**config.mk**
```make
export PLATFORM = sky130hd
export DESIGN_NAME = vtage_update_ctrl_mp
export DESIGN_NICKNAME = d
export VERILOG_FILES = /design/src/rtl/vtage_update_ctrl_mp.sv
export SDC_FILE = /design/constraint.sdc
export NUM_CORES = 2
export LEC_CHECK = 0
export CORE_MARGIN = 8
export CORE_UTILIZATION = 30
export CTS_CLUSTER_SIZE = 12
export DETAILED_ROUTE_END_ITERATION = 8
export HOLD_SLACK_MARGIN = 0.05
export RECOVER_POWER = 25
export SETUP_SLACK_MARGIN = 0.05
export SLEW_MARGIN = 10
export SYNTH_ARGS = -nofsm -noshare
export SYNTH_HDL_FRONTEND = slang
export SYNTH_SLANG_ARGS = --single-unit
export TNS_END_PERCENT = 1
```
**constraint.sdc**
```tcl
create_clock -name clk_i -period 12.2 [get_ports clk_i]
set_input_delay 1.83 -clock clk_i [delete_from_list [all_inputs] [get_ports clk_i]]
set_output_delay 1.83 -clock clk_i [all_outputs]
set_load 0.05 [all_outputs]
```
**src/rtl/vtage_update_ctrl_mp.sv**
```systemverilog
// VTAGE multi-lane update controller: feedback FIFO drained by an FSM issuing bank update commands.
// Optional global useful-counter ageing is built when VTAGE_UD_AGEING_EN is defined.
module vtage_update_ctrl_mp #(
  parameter  int unsigned P_NUM_FB          = 2,
  parameter  int unsigned P_NUM_BANK        = 4,
  parameter  int unsigned P_NUM_ENTRIES     = 256,
  parameter  int unsigned P_CONF_WIDTH      = 3,
  parameter  int unsigned P_TAG_WIDTH       = 12,
  parameter  int unsigned P_U_WIDTH         = 2,
  parameter  int unsigned P_VALUE_WIDTH     = 64,
  parameter  int unsigned P_FIFO_DEPTH      = 8,
  parameter  int unsigned P_AGE_LOG2        = 8,
  localparam int unsigned LP_INDEX_WIDTH    = $clog2(P_NUM_ENTRIES),
  localparam int unsigned LP_BANK_SEL_WIDTH = $clog2(P_NUM_BANK)
) (
  input  logic                                            clk_i,
  input  logic                                            rst_i,
  input  logic [P_NUM_FB-1:0]                             fb_valid_i,
  output logic                                            fb_ready_o,
  input  logic [P_NUM_FB*P_VALUE_WIDTH-1:0]               fb_actual_i,
  input  logic [P_NUM_FB*P_CONF_WIDTH-1:0]                fb_conf_i,
  input  logic [P_NUM_FB*LP_BANK_SEL_WIDTH-1:0]           fb_bank_i,
  input  logic [P_NUM_FB*P_NUM_BANK*LP_INDEX_WIDTH-1:0]   fb_index_i,
  input  logic [P_NUM_FB*P_NUM_BANK*P_TAG_WIDTH-1:0]      fb_tag_i,
  input  logic [P_NUM_FB-1:0]                             fb_mispredict_i,
  input  logic [P_NUM_BANK-1:0]                           bank_alloc_avail_i,
  output logic                                            ud_valid_o,
  input  logic                                            ud_ready_i,
  output logic [LP_BANK_SEL_WIDTH-1:0]                    ud_bank_o,
  output logic [P_NUM_BANK-1:0]                           ud_bank_mask_o,
  output logic [LP_INDEX_WIDTH-1:0]                       ud_index_o,
  output logic [P_TAG_WIDTH-1:0]                          ud_tag_o,
  output logic [P_VALUE_WIDTH-1:0]                        ud_value_o,
  output logic [P_CONF_WIDTH-1:0]                         ud_conf_o,
  output logic                                            ud_incr_conf_o,
  output logic                                            ud_rst_conf_o,
  output logic                                            ud_incr_use_o,
  output logic                                            ud_decr_use_o,
  output logic                                            ud_rst_use_o,
  output logic                                            ud_load_tag_o,
  output logic                                            ud_load_value_o,
  output logic                                            ud_age_o
);

  localparam int unsigned LP_CONF_MAX = 2**P_CONF_WIDTH - 1;
  localparam int unsigned LP_PTR_W    = $clog2(P_FIFO_DEPTH);
  localparam int unsigned LP_CNT_W    = LP_PTR_W + 1;
  localparam int unsigned LP_TOP_BANK = P_NUM_BANK - 1;

  typedef struct packed {
    logic [P_VALUE_WIDTH-1:0]             actual;
    logic [P_CONF_WIDTH-1:0]              conf;
    logic [LP_BANK_SEL_WIDTH-1:0]         bank;
    logic [P_NUM_BANK*LP_INDEX_WIDTH-1:0] index;
    logic [P_NUM_BANK*P_TAG_WIDTH-1:0]    tag;
    logic                                 mispred;
  } fb_entry_t;

  typedef enum logic [1:0] {
    S_IDLE  = 2'd0,
    S_UPD   = 2'd1,
`ifdef VTAGE_UD_AGEING_EN
    S_ALLOC = 2'd2,
    S_AGE   = 2'd3
`else
    S_ALLOC = 2'd2
`endif
  } state_t;

  fb_entry_t                  r_mem [P_FIFO_DEPTH];
  logic [LP_PTR_W-1:0]        r_wr_ptr;
  logic [LP_PTR_W-1:0]        r_rd_ptr;
  logic [LP_CNT_W-1:0]        r_count;
  fb_entry_t                  r_cur;
  state_t                     r_state;
  state_t                     w_state_nxt;
  state_t                     w_done_state;
  logic                       r_avail_vld;
  logic [P_NUM_BANK-1:0]      r_avail_hold;

  fb_entry_t                  w_lane [P_NUM_FB];
  logic [P_NUM_FB-1:0]        w_wen;
  logic [LP_PTR_W-1:0]        w_slot [P_NUM_FB];
  logic [LP_CNT_W-1:0]        w_n_enq;
  logic                       w_fb_ready;
  logic                       w_deq;

  logic [P_NUM_BANK-1:0]      w_avail;
  logic [LP_INDEX_WIDTH-1:0]  w_prov_idx;
  logic                       w_found;
  logic [LP_BANK_SEL_WIDTH-1:0] w_tgt;
  logic [LP_INDEX_WIDTH-1:0]  w_tgt_idx;
  logic [P_TAG_WIDTH-1:0]     w_tgt_tag;
  logic [P_NUM_BANK-1:0]      w_upper_mask;
  logic [P_CONF_WIDTH-1:0]    w_conf_sat;

  logic                       w_ud_valid;
  logic [LP_BANK_SEL_WIDTH-1:0] w_ud_bank;
  logic [P_NUM_BANK-1:0]      w_ud_mask;
  logic [LP_INDEX_WIDTH-1:0]  w_ud_index;
  logic [P_TAG_WIDTH-1:0]     w_ud_tag;
  logic [P_VALUE_WIDTH-1:0]   w_ud_value;
  logic [P_CONF_WIDTH-1:0]    w_ud_conf;
  logic                       w_incr_conf;
  logic                       w_rst_conf;
  logic                       w_incr_use;
  logic                       w_decr_use;
  logic                       w_rst_use;
  logic                       w_load_tag;
  logic                       w_load_value;
  logic                       w_age;

  // Unpack the flat lane buses into entries.
  always_comb begin
    for (int unsigned l = 0; l < P_NUM_FB; l++) begin
      w_lane[l].actual  = fb_actual_i[l*P_VALUE_WIDTH +: P_VALUE_WIDTH];
      w_lane[l].conf    = fb_conf_i[l*P_CONF_WIDTH +: P_CONF_WIDTH];
      w_lane[l].bank    = fb_bank_i[l*LP_BANK_SEL_WIDTH +: LP_BANK_SEL_WIDTH];
      w_lane[l].index   = fb_index_i[l*P_NUM_BANK*LP_INDEX_WIDTH +: P_NUM_BANK*LP_INDEX_WIDTH];
      w_lane[l].tag     = fb_tag_i[l*P_NUM_BANK*P_TAG_WIDTH +: P_NUM_BANK*P_TAG_WIDTH];
      w_lane[l].mispred = fb_mispredict_i[l];
    end
  end

  // Valid lanes take consecutive slots in lane order, so invalid lanes leave no holes.
  always_comb begin
    w_fb_ready = (LP_CNT_W'(P_FIFO_DEPTH) - r_count) >= LP_CNT_W'(P_NUM_FB);
    w_n_enq    = '0;
    for (int unsigned l = 0; l < P_NUM_FB; l++) begin
      w_slot[l] = r_wr_ptr + w_n_enq[LP_PTR_W-1:0];
      w_wen[l]  = w_fb_ready && fb_valid_i[l];
      if (w_wen[l]) w_n_enq = w_n_enq + 1'b1;
    end
  end

  assign w_deq = (r_state == S_IDLE) && (r_count != '0);

  always_ff @(posedge clk_i) begin
    if (rst_i) begin
      r_wr_ptr <= '0;
      r_rd_ptr <= '0;
      r_count  <= '0;
    end else begin
      r_wr_ptr <= r_wr_ptr + w_n_enq[LP_PTR_W-1:0];
      r_rd_ptr <= r_rd_ptr + LP_PTR_W'(w_deq);
      r_count  <= r_count + w_n_enq - LP_CNT_W'(w_deq);
    end
  end

  always_ff @(posedge clk_i) begin
    for (int unsigned l = 0; l < P_NUM_FB; l++) begin
      if (w_wen[l]) r_mem[w_slot[l]] <= w_lane[l];
    end
    if (w_deq) r_cur <= r_mem[r_rd_ptr];
  end

  always_ff @(posedge clk_i) begin
    if (rst_i) r_state <= S_IDLE;
    else       r_state <= w_state_nxt;
  end

  // Availability is taken live on the first ALLOC cycle and frozen while stalled,
  // so the chosen target cannot move under backpressure.
  always_ff @(posedge clk_i) begin
    if (rst_i) begin
      r_avail_vld  <= 1'b0;
      r_avail_hold <= '0;
    end else if (r_state == S_ALLOC && !ud_ready_i) begin
      r_avail_vld <= 1'b1;
      if (!r_avail_vld) r_avail_hold <= bank_alloc_avail_i;
    end else begin
      r_avail_vld <= 1'b0;
    end
  end

  assign w_avail = r_avail_vld ? r_avail_hold : bank_alloc_avail_i;

`ifdef VTAGE_UD_AGEING_EN
  logic [P_AGE_LOG2-1:0] r_age_cnt;
  logic                  r_age_pend;

  always_ff @(posedge clk_i) begin
    if (rst_i) begin
      r_age_cnt  <= '0;
      r_age_pend <= 1'b0;
    end else begin
      if (w_deq && r_mem[r_rd_ptr].mispred) begin
        r_age_cnt <= r_age_cnt + 1'b1;
        if (r_age_cnt == '1) r_age_pend <= 1'b1;
      end
      if (r_state == S_AGE && ud_ready_i) r_age_pend <= 1'b0;
    end
  end

  assign w_done_state = r_age_pend ? S_AGE : S_IDLE;
`else
  assign w_done_state = S_IDLE;
`endif

  // Provider index, lowest available bank above the provider, and the upper-bank mask.
  always_comb begin
    w_prov_idx   = '0;
    w_found      = 1'b0;
    w_tgt        = '0;
    w_tgt_idx    = '0;
    w_tgt_tag    = '0;
    w_upper_mask = '0;
    for (int unsigned b = 0; b < P_NUM_BANK; b++) begin
      if (LP_BANK_SEL_WIDTH'(b) == r_cur.bank)
        w_prov_idx = r_cur.index[b*LP_INDEX_WIDTH +: LP_INDEX_WIDTH];
      w_upper_mask[b] = LP_BANK_SEL_WIDTH'(b) > r_cur.bank;
      if (!w_found && w_upper_mask[b] && w_avail[b]) begin
        w_found   = 1'b1;
        w_tgt     = LP_BANK_SEL_WIDTH'(b);
        w_tgt_idx = r_cur.index[b*LP_INDEX_WIDTH +: LP_INDEX_WIDTH];
        w_tgt_tag = r_cur.tag[b*P_TAG_WIDTH +: P_TAG_WIDTH];
      end
    end
  end

  assign w_conf_sat = (r_cur.conf == P_CONF_WIDTH'(LP_CONF_MAX)) ? r_cur.conf
                                                                : r_cur.conf + 1'b1;

  always_comb begin
    w_state_nxt  = r_state;
    w_ud_valid   = 1'b0;
    w_ud_bank    = '0;
    w_ud_mask    = '0;
    w_ud_index   = '0;
    w_ud_tag     = '0;
    w_ud_value   = '0;
    w_ud_conf    = '0;
    w_incr_conf  = 1'b0;
    w_rst_conf   = 1'b0;
    w_incr_use   = 1'b0;
    w_decr_use   = 1'b0;
    w_rst_use    = 1'b0;
    w_load_tag   = 1'b0;
    w_load_value = 1'b0;
    w_age        = 1'b0;
    unique case (r_state)
      S_IDLE: begin
        if (w_deq) w_state_nxt = S_UPD;
      end
      S_UPD: begin
        w_ud_valid = 1'b1;
        w_ud_bank  = r_cur.bank;
        w_ud_index = w_prov_idx;
        if (r_cur.mispred) begin
          w_rst_conf   = 1'b1;
          w_load_value = 1'b1;
          w_ud_value   = r_cur.actual;
          if (ud_ready_i)
            w_state_nxt = (r_cur.bank < LP_BANK_SEL_WIDTH'(LP_TOP_BANK)) ? S_ALLOC : w_done_state;
        end else begin
          w_incr_conf = 1'b1;
          w_ud_conf   = w_conf_sat;
          w_incr_use  = (w_conf_sat == P_CONF_WIDTH'(LP_CONF_MAX));
          if (ud_ready_i) w_state_nxt = w_done_state;
        end
      end
      S_ALLOC: begin
        w_ud_valid = 1'b1;
        if (w_found) begin
          w_ud_bank    = w_tgt;
          w_ud_index   = w_tgt_idx;
          w_ud_tag     = w_tgt_tag;
          w_ud_value   = r_cur.actual;
          w_load_tag   = 1'b1;
          w_load_value = 1'b1;
          w_rst_conf   = 1'b1;
          w_rst_use    = 1'b1;
        end else begin
          w_decr_use = 1'b1;
          w_ud_mask  = w_upper_mask;
        end
        if (ud_ready_i) w_state_nxt = w_done_state;
      end
`ifdef VTAGE_UD_AGEING_EN
      S_AGE: begin
        w_ud_valid = 1'b1;
        w_age      = 1'b1;
        if (ud_ready_i) w_state_nxt = S_IDLE;
      end
`endif
      default: w_state_nxt = S_IDLE;
    endcase
  end

  assign fb_ready_o      = w_fb_ready;
  assign ud_valid_o      = w_ud_valid;
  assign ud_bank_o       = w_ud_bank;
  assign ud_bank_mask_o  = w_ud_mask;
  assign ud_index_o      = w_ud_index;
  assign ud_tag_o        = w_ud_tag;
  assign ud_value_o      = w_ud_value;
  assign ud_conf_o       = w_ud_conf;
  assign ud_incr_conf_o  = w_incr_conf;
  assign ud_rst_conf_o   = w_rst_conf;
  assign ud_incr_use_o   = w_incr_use;
  assign ud_decr_use_o   = w_decr_use;
  assign ud_rst_use_o    = w_rst_use;
  assign ud_load_tag_o   = w_load_tag;
  assign ud_load_value_o = w_load_value;
  assign ud_age_o        = w_age;

endmodule

```
# Word-level counts from Yosys, hierarchy flattened
# Memories as Yosys holds them, arrays and structs flattened. A register that Yosys moved wholly into a read port is not among the register bits.
# Cells that the tools add are included.
[word_totals] reg_bits=17 mem_bits_rw=1200 in_bits=309 out_inout_bits=103 wordCells=108 mem_count=1
[memory_table] name="r_mem" words=8 width=150 read_ports=1 rd_ports_with_merged_regs=1 write_ports=2 line_no="70" rtl="fb_entry_t r_mem [P_FIFO_DEPTH];"
[classes] add_sub_neg=8 magnitude_cmp=6 eq_ne=9 muxes=58 n_reduce_logical=20
[ops] cell="64-bit 2-to-1 mux" count=2
[ops] cell="64-bit case mux with 2 select lines" count=1
[ops] cell="12-bit 2-to-1 mux" count=6
[ops] cell="8-bit 2-to-1 mux" count=9
[ops] cell="1-bit 2-to-1 mux" count=21
[ops] cell="2-bit 2-to-1 mux" count=8
[ops] cell="4-bit 2-to-1 mux" count=4
[ops] cell="8-bit case mux with 2 select lines" count=1
[ops] cell="1-bit logical AND" count=11
[ops] cell="3-bit 2-to-1 mux" count=3
[ops] cell="3-bit adder" count=2
[ops] cell="3-bit == test, second input constant" count=2
[ops] cell="2-bit case mux with 3 select lines" count=1
[ops] cell="4-bit by 1-bit adder with 4-bit output, second input constant" count=1
[ops] cell="4-bit adder" count=1
[ops] cell="2-bit == test, first input constant" count=2
[ops] cell="4-bit by 2-bit greater-or-equal comparator with 1-bit output, second input constant" count=1
[ops] cell="1-bit by 2-bit greater-than comparator with 1-bit output, first input constant" count=2
[ops] cell="2-bit greater-than comparator, first input constant" count=2
[ops] cell="1-bit zero test" count=4
[ops] cell="2-bit zero test" count=2
[ops] cell="2-bit case mux with 2 select lines" count=1
[ops] cell="4-bit nonzero test" count=1
[ops] cell="4-bit by 1-bit subtractor with 4-bit output" count=1
[ops] cell="12 further kinds" count=12

# Logic depth before layout (Yosys ltp)
[depth] word_depth=17 mapped_depth=13 mapped_depth_nobuf=13

# Least setup slack after synthesis
# OpenSTA, ideal clock, no wires.
[synth_path] path_type="input to register" start="input fb_valid_i[0]" end="memory r_mem[1][0] (netlist bit), enable pin" setup_time_ns=0.838 arrival_ns=12.370 required_time_ns=11.362 setup_slack_ns=-1.008 cell_stages=4 n_path_buf=0 cell_sequence="inv_1 a41oi_1 nand2_1 o31ai_1"
[synth_lines] element="start: declaration" line_no="18" rtl="input logic [P_NUM_FB-1:0] fb_valid_i,"
[synth_lines] element="end: declaration" line_no="70"

# Worst setup path after layout
[layout_path] start="register r_count[0]" end="register r_rd_ptr[1]"
[layout_via] elab_chain_cells=3
[layout_lines] element="start: declaration" line_no="73" rtl="logic [LP_CNT_W-1:0] r_count;"
[layout_lines] element="start signal: assignment" line_no="146" rtl="r_count <= r_count + w_n_enq - LP_CNT_W'(w_deq);"
[layout_lines] element="4-bit nonzero test" line_no="136" rtl="assign w_deq = (r_state == S_IDLE) && (r_count != '0);"
[layout_lines] element="1-bit logical AND" line_no="136"
[layout_lines] element="net w_deq" line_no="86" rtl="logic w_deq;"
[layout_lines] element="3-bit by 1-bit adder with 3-bit output" line_no="145" rtl="r_rd_ptr <= r_rd_ptr + LP_PTR_W'(w_deq);"
[layout_lines] element="end signal: assignment" line_no="145"
[layout_lines] element="end: declaration" line_no="72" rtl="logic [LP_PTR_W-1:0] r_rd_ptr;"
# The timed path passes the listed nets, and every way through them passes these cells.
# A chain may end at the register's enable or synchronous reset.

==> run_results.csv <==
group,metric,value,unit
grt,grt-ovfl-total,0,
drt,drc_errors,0,
grt,grt_pass1_vias,35600,
setup_path,endpoint_kind,"flop",
drt,drtIter0Drc,3060,
drt,num_vias,33300,
synthesis,synth.ff_latch_count,1258,
drt,wl_met3,10.2,mm
setup_path,crit_path_max_fanout,97,
finish,drive_above_1_share,0.453,
drt,wl_met2,91.7,mm
clock_network,cts.path.max_buffers,3,
clock_network,post-cts-setup-buffers,0,
synthesis,yosysWarningCount,0,
drt,drt_pass1_iterations,5,
synthesis,seq_area_frac_synth,0.616,
synthesis,synth_top_area_share,0.611,
timing,rsz0062_at_grt,"no",
synthesis,synth-edff-count,1242,
clock_network,numCtsBuffers,149,
clock_network,cts_root_buffer,"clkbuf_16",
outcome,status,"finished with violations",
timing,period_needed,8.57,ns
synthesis,async_reset_ff_frac,0,
synthesis,avgSynthCellArea,18.4,µm²
grt,grt_max_degree,99,
die,ioPinCount,412,
placed_design,dp_hpwl,101,mm
setup_path,crit_path_frequent_cell,"ha_1",
drt,m1WireLength,76.3,mm
power_and_ir_drop,power.density,229,nW/µm²
placed_design,port_buffers,384,
hold_path,hold_path.class,"reg -> reg",
clock_network,cts_hold_buf,0,
grt,grt_antenna_before_repair,45,
setup_path,path_cells,"inv_1 > ha_1 > a21boi_0 > clkbuf_1 > buf_4 > ha_1 > ha_1 > nor2b_1",
setup_path,r2r_setup_slack,3.63,ns
timing,worstMarginPinSlew,7.68,ns
timing,fin_skew,0.0370,ns
clock_network,h-tree-depth,4,
placed_design,placed_cell_area,67900,µm²
timing,relSlewSlack,-4.12,
timing,finalCritPeriodShare,0.702,
run,maxCapViolations,19,
die,start_util,0.302,
timing,setup_violations,0,
synthesis,synth_compound_area_frac,0.00845,
setup_path,critical_path.startpoint_type,"flop",
synthesis,synth_top_family_by_area,"multiplexers",
timing,hold_viol,0,
power_and_ir_drop,ir_worst_vdd,294,µV
die,die_w,467,µm
setup_path,cpMaxStageDelayCell,"clkbuf_1",
grt,grtUsageTotal,0.164,
synthesis,syn_area,61000,µm²
die,core,202000,µm²
synthesis,synth-main-ff-cell,"edfxtp_1",
synthesis,synthCells,3311,
finish,final_net_count,4011,
timing,timing.hold.ws,0.484,ns
synthesis,synth_fa_ha_area_frac,0.00455,
setup_path,cp.required,12.84,ns
clock_network,cts_tree,"yes",
die,fp.dieH,467,µm
drt,wl_per_cell,28.1,µm
setup_path,arrival,9.20,ns
drt,routed.top_layer,"met5",
clock_network,cts.sinks,1258,
die,fp-row-count,165,
timing,slew_viol_final,579,
clock_network,cts_resized,0,
drt,routed_wirelength,183,mm
synthesis,synthMuxAreaShare,0.335,
setup_path,path_class,"reg -> reg",
placed_design,gp_congestion,0.721,
clock_network,clk_pin_slew,0.06,ns
setup_path,slowest_delay,5.33,ns
timing,fmax,0.117,GHz
finish,area_growth,18.7,%
drt,vias_per_cell,5.13,
drt,ant_nets,0,
outcome,violations,"capacitance limit, slew limit",
die,design.die.area,218000,µm²
synthesis,yosys-top-cells-area,"edfxtp_1 61%, mux2_2 23%, mux4_2 10%",
synthesis,synth_top_area_cell,"edfxtp_1",
timing,tns,0,ns
clock_network,clkLatencyLatePin,0.80,ns
synthesis,synthDistinctLibCells,46,
power_and_ir_drop,leakagePower,23.1,nW
finish,final_cell_area,72400,µm²
grt,grt_pass1_wl,262,mm
synthesis,synthSimpleGateAreaFrac,0.0148,
synthesis,synth_xor_area_frac,0.00129,
## where the power goes
group          total, mW  internal (mW)  switching [mW]
sequential          6.95           6.51           0.444
combinational       5.39           2.33            3.07
clock               4.27           2.43            1.84
total               16.6           11.3            5.35
## worst paths after layout
kind,startpoint,to,cells past startpoint
worst max-delay path,r_count[0],r_rd_ptr[1],8
worst min-delay path,r_avail_hold[2],r_avail_hold[2],2
worst max register to register,r_count[0],r_rd_ptr[1],8
worst min register to register,r_avail_hold[2],r_avail_hold[2],2
## cells in the final DEF (no fill, tap or decap), types with 10 or more instances in the layout
cell and n:
clkbuf_16 152, ha_1 18, mux2_2 1176, o21ai_0 11, mux2_1 69, nor3_1 14
a221oi_1 12, and3_1 64, clkdlybuf4s50_1 380, clkinv_1 31, clkbuf_1 51, edfxtp_1 1242
buf_4 48, nand3_1 11, inv_1 21, a21oi_1 15, nand2_1 13, nor2_1 38
dfxtp_1 15, mux4_2 284, clkinv_2 12, buf_12 10, diode_2 23
## registers in the layout (all words and copies together) (netlist names)
register,count
r_mem,1104
r_wr_ptr,3
r_avail_vld,1
r_avail_hold,3
r_cur,138
r_rd_ptr,3
r_state,2
r_count,4
## metrics by stage
| step | util | total power, mW | setup WS (ns) | cells |
|---|---|---|---|---|
| after floorplan | - | 10.8 | -0.998 | 3312 |
| after global placement | 0.336 | 12.5 | 5.03 | 6202 |
| after detailed placement | 0.336 | 12.5 | 5.01 | 6202 |
| after CTS | 0.359 | 16.9 | 5.06 | 6468 |
| after global routing | 0.358 | 17.3 | 2.85 | 6482 |
| final | 0.358 | 16.6 | 3.63 | 6491 |
## routing by layer
metal  vias up  track usage
met5         -            0
met4        28       0.0481
met3       274       0.0323
met2      1044        0.283
met1     17600        0.208
li1      14300            -
## cells in the mapped netlist, drive strengths merged (4+ instances only)
library cell,n
nand2b,5
nor2b,5
a21oi,15
a211oi,10
nand3,11
nand2,13
o21ai,12
buf,152
nor3,14
dfxtp,16
a221oi,12
ha,19
xnor2,6
and2,4
clkbuf,81
mux2,1245
mux4,284
and3,64
edfxtp,1242
inv,21
o41ai,8
nor2,38
## logic make-up (layout without fill, tap and decap cells)
kind of cell    Yosys count  count (layout)
xor+xnor                  9               9
fa+ha+maj                21              21
simple gates            166             166
mux                    1531            1531
other cells               1              25
flops                  1258            1258
compound gates           71              71
buf+inv                 254             738
## area by class of cell
type                       instances  area [µm²]
multi-input combinational       1800       22300
clock inverter                    69         612
clock buffer                     197        4000
timing repair buffer             451        4440
inverter                          21        78.8
tap                             2672        3340
sequential                      1258       37600
fill                           19000      130000
antenna                           23        57.6
## worst max-delay path: cells and delay by family (launching register included)
kind                       cells  cell delay [ns]
AOI/OAI and AO/OA              1             0.35
adders and majority gates      3             0.76
buffers and inverters          3             6.71
DFF                            1             0.40
and+or+nand+nor                1             0.13
(Power assumes the default switching activity.)
